## config.mk

```make
export PLATFORM = sky130hd
export DESIGN_NAME = icb_arbiter
export DESIGN_NICKNAME = d
export VERILOG_FILES = /design/src/rtl/icb_arbiter.sv
export SDC_FILE = /design/constraint.sdc
export NUM_CORES = 1
export LEC_CHECK = 0
export ABC_AREA = 1
export ABC_CLOCK_PERIOD_IN_PS = 1800
export BUFFER_PORTS_ARGS = -buffer_cell sky130_fd_sc_hd__buf_2
export CORE_AREA = 3 3 119 121
export DETAILED_ROUTE_END_ITERATION = 10
export DIE_AREA = 0 0 122 124
export PLACE_DENSITY = 0.4
export SETUP_SLACK_MARGIN = 0.4
export SLEW_MARGIN = 40
export SYNTH_ARGS = -nofsm -noshare
export SYNTH_HDL_FRONTEND = slang
export SYNTH_SLANG_ARGS = --single-unit
```

## constraint.sdc

```tcl
create_clock -name clk_i -period 1.8 [get_ports clk_i]
set_clock_uncertainty 0.1 [all_clocks]
set_input_delay 0.36 -clock clk_i [delete_from_list [all_inputs] [get_ports clk_i]]
set_output_delay 0.36 -clock clk_i [all_outputs]
set_load 0.01 [all_outputs]
```

## src/rtl/icb_arbiter.sv

```systemverilog
// icb_arbiter: two-master round-robin ICB arbiter, one outstanding transfer at a time.
// Optional slave-response watchdog enabled by defining ICB_ARB_TIMEOUT_EN.
module icb_arbiter #(
  parameter int ADDR_W = 32,
  parameter int DATA_W = 32,
  parameter int TIMEOUT = 255,
  parameter logic [DATA_W-1:0] ERR_DATA = DATA_W'(32'hDEAD_BEEF)
) (
  input  logic                clk_i,
  input  logic                rst_i,
  input  logic                m0_icb_en_i,
  input  logic [ADDR_W-1:0]   m0_icb_addr_i,
  input  logic [DATA_W-1:0]   m0_icb_wdata_i,
  input  logic [DATA_W/8-1:0] m0_icb_wmask_i,
  output logic [DATA_W-1:0]   m0_icb_rdata_o,
  output logic                m0_icb_ready_o,
  input  logic                m1_icb_en_i,
  input  logic [ADDR_W-1:0]   m1_icb_addr_i,
  input  logic [DATA_W-1:0]   m1_icb_wdata_i,
  input  logic [DATA_W/8-1:0] m1_icb_wmask_i,
  output logic [DATA_W-1:0]   m1_icb_rdata_o,
  output logic                m1_icb_ready_o,
  output logic                s_icb_en_o,
  output logic [ADDR_W-1:0]   s_icb_addr_o,
  output logic [DATA_W-1:0]   s_icb_wdata_o,
  output logic [DATA_W/8-1:0] s_icb_wmask_o,
  input  logic [DATA_W-1:0]   s_icb_rdata_i,
  input  logic                s_icb_ready_i,
  output logic                arb_err_o
);
  typedef enum logic [1:0] {IDLE, BUSY0, BUSY1} state_e;
  state_e state_q, state_d;
  logic last_q, last_d;
  logic busy, sel1, tmo, done;
  logic [DATA_W-1:0] rdata;
`ifdef ICB_ARB_TIMEOUT_EN
  logic [15:0] cnt_q, cnt_d;
  logic err_q, err_d;
  // A slave ready in the watchdog cycle wins, so the abort is masked by it.
  always_comb begin
    tmo = busy && cnt_q == 16'(TIMEOUT) && !s_icb_ready_i;
    cnt_d = busy ? cnt_q + 16'd1 : 16'd0;
    err_d = err_q | tmo;
  end
  always_ff @(posedge clk_i) begin
    if (rst_i) begin
      cnt_q <= '0;
      err_q <= 1'b0;
    end else begin
      cnt_q <= cnt_d;
      err_q <= err_d;
    end
  end
  assign arb_err_o = err_q;
`else
  assign tmo = 1'b0;
  assign arb_err_o = 1'b0;
`endif
  always_comb begin
    busy = state_q != IDLE;
    sel1 = state_q == BUSY1;
    done = busy && (s_icb_ready_i || tmo);
    rdata = tmo ? ERR_DATA : s_icb_rdata_i;
    // last_q==1 means master 1 was served last, so master 0 wins a tie.
    state_d = !busy ? (m0_icb_en_i && (!m1_icb_en_i || last_q) ? BUSY0 : m1_icb_en_i ? BUSY1 : IDLE)
                    : done ? IDLE : state_q;
    last_d = done ? sel1 : last_q;
    s_icb_en_o = busy && !tmo;
    s_icb_addr_o = !busy ? '0 : sel1 ? m1_icb_addr_i : m0_icb_addr_i;
    s_icb_wdata_o = !busy ? '0 : sel1 ? m1_icb_wdata_i : m0_icb_wdata_i;
    s_icb_wmask_o = !busy ? '0 : sel1 ? m1_icb_wmask_i : m0_icb_wmask_i;
    m0_icb_rdata_o = state_q == BUSY0 ? rdata : '0;
    m1_icb_rdata_o = sel1 ? rdata : '0;
    m0_icb_ready_o = state_q == BUSY0 && done;
    m1_icb_ready_o = sel1 && done;
  end
  always_ff @(posedge clk_i) begin
    if (rst_i) begin
      state_q <= IDLE;
      last_q <= 1'b1;
    end else begin
      state_q <= state_d;
      last_q <= last_d;
    end
  end
endmodule

```

==> flow_summary.json <==
{
  "p_leak_nw": 2.34,
  "die_w_um": 122,
  "synthTopCellsByArea": "a22o_1 (48%), nor2_1 (20%), inv_1 (12%)",
  "synth_compound_area_share_pct": 49.2,
  "grt_pass1_wl_um": 15300,
  "p_comb_share_pct": 72.1,
  "post-synth-top-area-cell": "a22o_1",
  "path_common_cell": "buf_6",
  "post_dp_cell_area_um2": 2960,
  "ir_drop_mv": 0.132,
  "timing_hold_violations_final": 0,
  "yosys-mux-area-fraction_pct": 0,
  "fin_setup_tns_ns": -2.91,
  "firstDrtPassIters": 4,
  "ctsHoldBuffers": 0,
  "drive_gt1_share_pct": 68.9,
  "viasPerCell": 4.06,
  "avgSynthCellArea_um2": 5.90,
  "synth.most_common_cell": "a22o_1",
  "drc": 0,
  "power.density_nw_per_um2": 428,
  "start_kind": "flop",
  "min_period_ns": 1.87,
  "path_max_fanout": 8,
  "setup_viol": 97,
  "synth-edff-count": 0,
  "fin_area_um2": 3640,
  "synth.distinct_cells": 15,
  "port_buffers": 307,
  "routed_wl_um": 11900,
  "violations": "setup timing",
  "pwr-share-seq_pct": 5.0,
  "fillers": 1456,
  "switching_power_uw": 612,
  "internal_power_uw": 946,
  "die_area_um2": 15100,
  "synth_fp_nets": 385,
  "clkPwrFrac_pct": 22.9,
  "cts_buffer_depth": 2,
  "crit_path_end_kind": "output port",
  "final_core_util_pct": 27.6,
  "slowest_stage": "dfxtp_2",
  "numCtsBuffers": 3,
  "synth_commonest_cells": "a22o_1 (68), nor2_1 (66), inv_1 (39)",
  "cts_htree_levels": 1,
  "cap_violations": 0,
  "avgRoutedWirePerCell_um": 16.8,
  "place_hpwl_um": 8240,
  "grt.total_usage_pct": 13.2,
  "outcome": "complete, but fails checks",
  "core_area_um2": 13200,
  "vias": 2866,
  "antenna_found_initial": 3,
  "critPathMaxStageDelay_ns": 0.32,
  "ys.flop_type": "dfxtp_1",
  "syn2layout_area_growth_pct": 191,
  "ioPinCount": 309,
  "place_congestion": 0.724,
  "tritoncts": "built",
  "hold_class": "input port to flop",
  "grt_pass1_vias": 2745,
  "synth_fa_ha_area_share_pct": 0,
  "synth_area_um2": 1250,
  "criticalPathCategory": "flop to output port",
  "clk_transition_reported_paths_ns": 0.03,
  "ys_ff_latch": 3,
  "cp.required_ns": 1.34,
  "fmax_ghz": 0.535,
  "drv_slew": 0,
  "sw_frac_of_total_pct": 39.3,
  "rows": 42,
  "yosysWarnings": 0,
  "yosys.area_share.xor_xnor_pct": 0,
  "clk-insertion-delay-late_ns": 0.22,
  "synth-simple-area-share_pct": 23.5,
  "finalCritPeriodShare_pct": 104,
  "drt-initial-drc-count": 70,
  "cp_num_buf_inv": 5,
  "synth.top_cell.area_share_pct": 47.6,
  "whs_ns": 0.226,
  "worstPathArrival_ns": 1.41,
  "die_h_um": 124,
  "detail-route-antenna-nets": 0,
  "netlist_instances": 212,
  "ctsRootBufferMaster": "clkbuf_16",
  "critPathTopFamily": "buffers and inverters",
  "layout.nets": 704,
  "place_ws_ns": 0.0567,
  "rsz0062_at_grt": "yes",
  "crit_chain": "inv_2, nor2_4, buf_6, buf_6, buf_12, a22o_4, buf_6",
  "layout_setup_ws_ns": -0.0706,
  "reg2reg_slack_ns": 0.35,
  "synth_top_family_by_area": "compound AO/OA/AOI/OAI gates",
  "grt_max_degree": 34,
  "diodes": 0,
  "numClockSinks": 3,
  "initial_core_util_pct": 9.48,
  "yosysSeqAreaShare_pct": 4.80,
  "async_flop_share_pct": 0,
  "grt-ovfl-total": 0
}
[path summary, 6_finish.rpt]
| path | from | end | cells after the start |
|---|---|---|---|
| setup reg to reg | state_q[0]$_SDFFE_PP0P_ | state_q[0]$_SDFFE_PP0P_ | 6 |
| hold / removal | rst_i | state_q[0]$_SDFFE_PP0P_ | 2 |
| setup / recovery | state_q[1]$_SDFFE_PP0P_ | s_icb_addr_o[16] | 7 |
| hold reg to reg | last_q$_SDFFE_PP1P_ | last_q$_SDFFE_PP1P_ | 2 |
[flip-flops by register name (all words and copies together), names as in the netlist]
register / count
last_q: 1
state_q: 2
[layout by cell type, fill, tap and decap left out, types with 4 or more instances in the layout]
cell,Yosys,layout
buf_2,11,299
a22o_1,68,67
nor2_1,66,49
inv_1,39,36
nor2_2,0,14
buf_16,0,10
buf_6,4,10
buf_4,1,9
nand2_1,6,5
clkbuf_16,0,5
nor2_4,1,4
buf_12,0,4
[routing by layer]
layer	vias up	global-route usage, %	wire [um]
met1	1302	14.0	4220
met2	182	26.1	6370
met4	6	3.57	220
li1	1358	-	-
met3	18	2.72	1040
met5	-	0	40
[stage by stage]
| step | total power, mW | std cells |
|---|---|---|
| 6_report | 1.56 | 706 |
| 5_1_grt | 1.65 | 706 |
| 4_1_cts | 1.53 | 703 |
| 3_5_place_dp | 0.959 | 679 |
| 3_3_place_gp | 0.956 | 679 |
| 2_1_floorplan | 0.502 | 212 |
[area by class of cell]
class / count / area, um^2 / area share [%]
clock buffers: 4 / 78.8 / 2.17
inverters: 39 / 151 / 4.16
multi-input cells: 148 / 991 / 27.3
flip-flops and latches: 3 / 65.1 / 1.79
well taps: 176 / 220 / 6.06
repair buffers: 336 / 2130 / 58.6
[power groups by stage]
stage | registers, mW | logic, mW | clock network, mW
after floorplan | 0.0766 | 0.426 | 0
after global placement | 0.0818 | 0.874 | 0
after detailed placement | 0.0820 | 0.877 | 0
after CTS | 0.0776 | 1.09 | 0.361
after global routing | 0.0787 | 1.21 | 0.369
final | 0.0784 | 1.12 | 0.356
[logic make-up (layout without fill, tap and decap cells)]
family                 after synthesis  after routing
AO/OA/AOI/OAI                       72             72
flip-flops                           3              3
other                                1              1
AND/OR/NAND/NOR                     75             75
buffers and inverters               61            379
[timing repair]
action / CTS / global route
endpoints found under the setup margin: 135 / 137
gates cloned: 10 / 2
setup buffers: 10 / 1
resized for setup: 41 / 17
pin swaps: 11 / 10
Note: power is estimated with default switching activity, not from simulation.
